[src/rtl/status_monitor.sv]
// status_monitor
// Board-status monitor for the LED panel driver. Turns the per-frame led_blank
// rising edge into a wrapping frame counter whose MSB is a heartbeat LED.
// Runs a frame watchdog that flags a stalled driver. Synchronises the
// asynchronous, active-low led_xerr and optionally holds a sticky copy of it.
// Every status_* output comes from a register or from an OR of registers, so
// the LEDs never glitch.

module status_monitor #(
    parameter int CNT_WIDTH   = 10,
    parameter int WDOG_CYCLES = 1_000_000,
    parameter int SYNC_STAGES = 2,
    parameter int RED_STICKY  = 1
) (
    input  logic                 clock,
    input  logic                 reset_n,
    input  logic                 led_blank,
    input  logic                 led_xerr,
    input  logic                 err_clear,
    output logic [CNT_WIDTH-1:0] frame_count,
    output logic                 err_sticky,
    output logic                 status_yellow,
    output logic                 status_orange,
    output logic                 status_red
);

    // The watchdog counter only needs to reach WDOG_CYCLES, where it saturates.
    localparam int WDOG_W = $clog2(WDOG_CYCLES + 1);
    localparam logic [WDOG_W-1:0] WDOG_LIMIT = WDOG_W'(WDOG_CYCLES);
    localparam logic STICKY_EN = (RED_STICKY != 0);

    logic                   blank_prev;
    logic                   blank_rise;
    logic [WDOG_W-1:0]      wdog_cnt;
    logic [WDOG_W-1:0]      wdog_next;
    logic                   stall_q;
    logic [SYNC_STAGES-1:0] sync_chain;
    logic                   err_live;

    // Detect the blank rising edge. blank_prev resets high, so a blank that is
    // already high when reset releases does not count as a frame.
    always_ff @(posedge clock or negedge reset_n) begin
        if (!reset_n) begin
            blank_prev <= 1'b1;
        end else begin
            blank_prev <= led_blank;
        end
    end

    assign blank_rise = led_blank & ~blank_prev;

    // Count frames; the counter wraps from all-ones back to zero.
    always_ff @(posedge clock or negedge reset_n) begin
        if (!reset_n) begin
            frame_count <= '0;
        end else if (blank_rise) begin
            frame_count <= frame_count + CNT_WIDTH'(1);
        end
    end

    assign status_yellow = frame_count[CNT_WIDTH-1];

    // Work out the next watchdog count: restart on a frame, otherwise count up
    // and hold at the limit so a long stall never wraps back to "healthy".
    always_comb begin
        wdog_next = wdog_cnt;
        if (blank_rise) begin
            wdog_next = '0;
        end else if (wdog_cnt != WDOG_LIMIT) begin
            wdog_next = wdog_cnt + WDOG_W'(1);
        end
    end

    // Register the count and the stall flag. The flag is compared on the next
    // value, so it always equals (wdog_cnt == WDOG_CYCLES) but comes straight
    // from a flop.
    always_ff @(posedge clock or negedge reset_n) begin
        if (!reset_n) begin
            wdog_cnt <= '0;
            stall_q  <= 1'b0;
        end else begin
            wdog_cnt <= wdog_next;
            stall_q  <= (wdog_next == WDOG_LIMIT);
        end
    end

    assign status_orange = stall_q;

    // Synchronise led_xerr. The chain resets to 1, which is the inactive level.
    always_ff @(posedge clock or negedge reset_n) begin
        if (!reset_n) begin
            sync_chain <= '1;
        end else begin
            sync_chain <= {sync_chain[SYNC_STAGES-2:0], led_xerr};
        end
    end

    assign err_live = ~sync_chain[SYNC_STAGES-1];

    // Latch any error seen since the last clear. A new error in the same cycle
    // as a clear wins, so an error that is still present is never lost.
    always_ff @(posedge clock or negedge reset_n) begin
        if (!reset_n) begin
            err_sticky <= 1'b0;
        end else if (err_live) begin
            err_sticky <= 1'b1;
        end else if (err_clear) begin
            err_sticky <= 1'b0;
        end
    end

    assign status_red = err_live | (STICKY_EN & err_sticky);

endmodule

[config.mk]
export PLATFORM = sky130hd
export DESIGN_NAME = status_monitor
export DESIGN_NICKNAME = d
export VERILOG_FILES = /design/src/rtl/status_monitor.sv
export SDC_FILE = /design/constraint.sdc
export NUM_CORES = 1
export LEC_CHECK = 0
export CAP_MARGIN = 20
export CORE_ASPECT_RATIO = 0.8
export CORE_UTILIZATION = 50
export CTS_CLUSTER_DIAMETER = 120
export DETAILED_ROUTE_END_ITERATION = 6
export PLACE_DENSITY = 0.74
export SLEW_MARGIN = 5
export SYNTH_ARGS = -nofsm -noshare
export SYNTH_HDL_FRONTEND = slang
export SYNTH_SLANG_ARGS = --single-unit
[constraint.sdc]
create_clock -name clock -period 2.1 [get_ports clock]
set_input_delay 0.42 -clock clock [delete_from_list [all_inputs] [get_ports clock]]
set_output_delay 0.42 -clock clock [all_outputs]
set_load 0.005 [all_outputs]
==> impl_metrics.toml, run 1 <==
[layout]
area.growth.synth_to_final_pct = 24.97
antenna_cells = 0
num-nets-final = 233
drive_gt1_share_pct = 20.35
multi_input_area_um2 = 923.4
fill_cells = 271
seq_area_um2 = 882.1
post-route-util_pct = 66.31

[global_routing]
grt_max_degree = 36
globalRouteTotalUtil_pct = 23.29
grt_pass1_wl_um = 7038
first_global_vias = 1491
grt.overflow.total = 0
grt_antenna_before_repair = 0

[setup_path]
path_cells = "inv_2 > ha_1 > nand4bb_1 > or3_4 > nor4_4 > mux2i_1 > or4b_1 > nor4_2"
path_max_fanout = 2
endpoint_kind = "register"
critPathKind = "register to register"
arrival_ns = 2.32
required_ns = 2.30
crit_slowest_cell = "or4b_1"
crit_path_start_kind = "register"
cpPeakStageDelay_ns = 0.49
critPathTopFamily = "simple AND/OR/NAND/NOR gates"
cp.buffers_inverters = 1

[route]
antenna_left = 0
num_vias = 1508
vias_per_cell = 5.627
first_pass_iters = 4
first_iter_violations = 97
wl_per_cell_um = 15.68
drc = 0
wl_um = 4202

[yosys]
ys_top_cells_by_count = "32 x dfrtp_1, 27 x nor2_1, 18 x xnor2_1"
synthTopCellsByArea = "dfrtp_1 43%, xnor2_1 8.5%, nor2_1 5.5%"
yosysUniqueCellTypes = 39
synthesis.area_mm2 = 0.001854
synth-edff-count = 0
yosys_warnings = 0
yosys_register_bits = 35
avgSynthCellArea_um2 = 9.969
synth.most_common_cell = "dfrtp_1"
synth_ff_type = "dfrtp_1"
synth_area_leader_cell = "dfrtp_1"
synth_top_cell_area_share_pct = 43.18
yosysSeqAreaShare_pct = 47.44
synth-async-reset-ratio_pct = 100.0
synth_nets = 194
syn_inst = 186

[outcome]
status = "complete, but fails checks"
violations = "negative setup slack"

[timing]
clock_skew_ns = 0.009200
rsz0062_at_grt = "true"
fin_crit_ns = 2.120
slew_violations = 0
finalSetupTns_ns = -0.02017
fmax_mhz = 471.7
setup_slack_ns = -0.02017
setup_viol = 1
slew-limit-headroom_pct = 71.02
whs_ns = 0.3593
tightest_slew_ns = 0.4348
period_share_pct = 101.0
hold_violations = 0

[floorplanning]
die_x_um = 70.09
fp-row-count = 19
core-area_mm2 = 0.003495
boundaryPins = 19
die_h_um = 56.47
die_area_mm2 = 0.003958
start_util_pct = 53.06

[power]
power_frac_seq_pct = 48.2
power_frac_clock_pct = 28.7
leakage_uw = 0.0009651
switchingPower_uw = 504.2
powerDensity_mw_per_mm2 = 760.0
peakVddDrop_mv = 0.6230
swShare_pct = 28.63
intPower_uw = 1257
combPwrFrac_pct = 23.1

[cts]
root_buffer = "clkbuf_8"
clkSinkCount = 35
cts_tree = "done"
htree_levels = 2
worstSkewPairLatency_ns = 0.29
clk_pin_slew_worst_paths_ns = 0.07
clock_path_buffers = 2
hold_buffers = 0
cts_buffers = 5

[placement]
port_buffers = 18
pre_cts_ws_ns = -0.05067
routabilityCongestion = 0.9410
hpwl_um = 2998

[run]
cap_violations = 0

[worst_hold_path]
hold_path_class = "register to register"
-- path summary, 6_finish.rpt --
check,slack [ns],startpoint,to,cells after the start
worst max-delay path,-0.02,wdog_cnt[0],status_orange,8
worst min-delay path,0.36,sync_chain[0],sync_chain[1],0
worst max register to register,-0.02,wdog_cnt[0],status_orange,8
worst min register to register,0.36,sync_chain[0],sync_chain[1],0
max in group asynchronous,1.22,reset_n,blank_prev,2
min in group asynchronous,0.54,reset_n,wdog_cnt[6],2
-- cell families after synthesis --
family	Yosys count	share of synthesized area [%]
xor+xnor	27	12.75
mux	4	2.227
simple gates	88	26.38
buf+inv	15	4.386
flops	35	47.44
fa+ha+maj	3	2.025
compound gates	14	4.791
-- worst register-to-register path: cells and delay by family (launching register included) --
family,cells,cell delay (ns)
mux,1,0.12
simple gates,5,1.30
buf+inv,1,0.07
fa+ha+maj,1,0.14
flops,1,0.41
-- timing repair --
action,in CTS,in global routing
pin swaps,0,1
setup buffers,0,1
gates resized for setup,2,5
setup endpoints to repair,1,1
cloned,0,0
-- state kept, by name (all words and copies together), names as in the netlist --
signal,count
err_sticky,1
blank_prev,1
sync_chain,2
wdog_cnt,20
frame_count,10
status_orange,1
-- power groups by stage --
stage	Combinational (uW)	Clock, uW	Sequential, uW
global route	449	529	862
global placement	396	0	851
floorplan	158	0	877
detailed placement	405	0	860
CTS	406	506	848
finish	406	506	849
-- stage by stage --
| stage | cells | area (um^2) | total power, uW |
|---|---|---|---|
| floorplan | 186 | 1854 | 1035 |
| global placement | 259 | 2186 | 1247 |
| detailed placement | 259 | 2186 | 1265 |
| CTS | 267 | 2288 | 1760 |
| global route | 268 | 2317 | 1840 |
| finish | 268 | 2317 | 1761 |
-- cell type report --
class	count	area share, %
clock buffers	7	3.726
clock inverters	1	0.2160
inverters	8	1.296
multi-input cells	136	39.85
flip-flops and latches	35	38.07
well taps	42	2.268
repair buffers	39	14.58
-- routing by layer --
metal | vias to the layer above | routed length (um) | track usage (%)
met5 | - | 0 | 0
met4 | 0 | 57 | 12.29
met3 | 4 | 279 | 4.668
met2 | 52 | 2021 | 36.13
met1 | 737 | 1844 | 30.99
li1 | 715 | - | -
-- cell usage in the layout, fill, tap and decap left out, types with 4 or more instances in the layout --
cell | netlist | layout
clkbuf_8 | 2 | 6
a21oi_1 | 6 | 6
inv_1 | 8 | 7
nor2_1 | 27 | 27
clkdlybuf4s50_1 | 0 | 18
xnor2_1 | 18 | 17
nand4_1 | 9 | 9
xor2_1 | 9 | 9
nand2_1 | 14 | 14
dfrtp_1 | 32 | 30
buf_4 | 1 | 21
nand3_1 | 10 | 9
nor3_1 | 4 | 4
Power figures use the tool's default switching activity.
==> inputs of run 2 (changes only) <==
Settings changed: CORE_UTILIZATION 50 to 55, PLACE_DENSITY 0.74 to 0.78.
Clock period 2.1 ns to 2.2 ns, I/O delays scaled along.
==> impl_metrics.toml, run 2 (synthesis gave the netlist of run 1 again) <==
[route]
vias_per_cell = 5.663
first_iter_violations = 138
drc = 0
antenna_left = 0
wl_um = 4249
first_pass_iters = 4
wl_per_cell_um = 16.28
num_vias = 1478

[setup_path]
crit_path_start_kind = "register"
ff2ff_setup_slack_ns = 0.03
path_max_fanout = 3
required_ns = 2.39
arrival_ns = 2.36
r2r-end = "status_orange"
r2r_start = "wdog_cnt[0]"
critPathCapture = "status_orange"
critPathKind = "register to register"
critPathLaunch = "wdog_cnt[0]"
reg2regPathDepth = 8
endpoint_kind = "register"

[global_routing]
grt_pass1_wl_um = 6837
first_global_vias = 1427
grt_max_degree = 36
globalRouteTotalUtil_pct = 27.18
grt_antenna_before_repair = 0
grt.overflow.total = 0

[timing]
setup_slack_ns = 0.03071
clock_skew_ns = 0.004988
tightest_slew_ns = 0.4386
fin_crit_ns = 2.169
setup_viol = 0
whs_ns = 0.3585
slew_violations = 0
finalSetupTns_ns = 0
period_share_pct = 98.60
fmax_mhz = 461.0
slew-limit-headroom_pct = 70.76
hold_violations = 0
rsz0062_at_grt = "true"

[layout]
mostFrequentLayoutCells = "32 x dfrtp_1, 27 x nor2_1, 18 x xnor2_1, 18 x clkdlybuf4s50_1, 15 x buf_4"
largest_reg_flops = 20
layout_commonest_cell = "dfrtp_1"
post-route-util_pct = 71.27
antenna_cells = 0
area.growth.synth_to_final_pct = 21.19
top_register = "wdog_cnt"
num-nets-final = 228
drive_gt1_share_pct = 15.38
stdcell_count = 261
largestRegisters = "wdog_cnt: 20 flops, frame_count: 10 flops, sync_chain: 2 flops"

[floorplanning]
core-area_mm2 = 0.003153
die_h_um = 53.94
fp-row-count = 18
start_util_pct = 58.81
die_area_mm2 = 0.003609
boundaryPins = 19
die_x_um = 66.92

[cts]
cts_tree = "done"
cts_buffers = 5
worstSkewPairLatency_ns = 0.29
htree_levels = 2
root_buffer = "clkbuf_8"
clk_pin_slew_worst_paths_ns = 0.07
clock_path_buffers = 2
clkSinkCount = 35
post_cts_buffers = 0

[outcome]
status = "finished, final reports clean"

[placement]
port_buffers = 18
pre_cts_ws_ns = -0.03549
hpwl_um = 3076
routabilityCongestion = 0.9157
placed_cells = 253

[run]
cap_violations = 0

[power]
peakVddDrop_mv = 0.6633
leakage_uw = 0.0009249
powerDensity_mw_per_mm2 = 733.0

[worst_hold_path]
hold_path_class = "register to register"
-- run 2: critical path, cell delays in order (launching register included) --
cell	delay, ns
dfrtp_1	0.39
inv_2	0.08
ha_1	0.15
nand4bb_1	0.10
or3_4	0.35
nor4_4	0.25
mux2i_1	0.10
or4b_1	0.49
nor4_2	0.16
-- run 2: worst min-delay path by stage --
stage | start | end | cells past startpoint
after detailed placement | sync_chain[0] | sync_chain[1] | 0
after global placement | sync_chain[0] | sync_chain[1] | 0
final | sync_chain[0] | sync_chain[1] | 0
after floorplan | reset_n | err_sticky | 0
after global routing | sync_chain[0] | sync_chain[1] | 0
after CTS | sync_chain[0] | sync_chain[1] | 0
-- run 2: per-stage QoR --
stage / power, uW / cell area [um^2]
floorplan: 987.3 / 1854
global placement: 1181 / 2166
detailed placement: 1206 / 2166
CTS: 1655 / 2247
global route: 1731 / 2247
finish: 1647 / 2247
-- run 2: final cells by class --
cell class | count | area [um^2]
fillers | 244 | 905.9
multi-input cells | 136 | 893.4
flip-flops and latches | 35 | 879.6
repair buffers | 34 | 312.8
clock buffers | 7 | 76.32
well taps | 40 | 50.05
inverters | 8 | 30.03
clock inverters | 1 | 5.005
-- run 2: timing repair --
action | in CTS | in global routing
hold buffers | 0 | 0
hold endpoints to repair | 0 | 0
pin swaps | 0 | 0
resized for setup | 1 | 0
cloned | 0 | 0
setup endpoints to repair | 1 | 1
-- run 2: power by group --
group          internal (uW)  switching, uW
Sequential               729           89.5
Combinational            210            172
Clock                    222            225
Total                   1160            486
-- run 2: metal layers --
metal	GRT usage [%]	wire length, um	up-vias
met5	0	0	-
met4	12.06	88	0
met3	6.568	296	12
met2	41.41	1882	53
met1	37.03	1981	705
li1	-	-	708
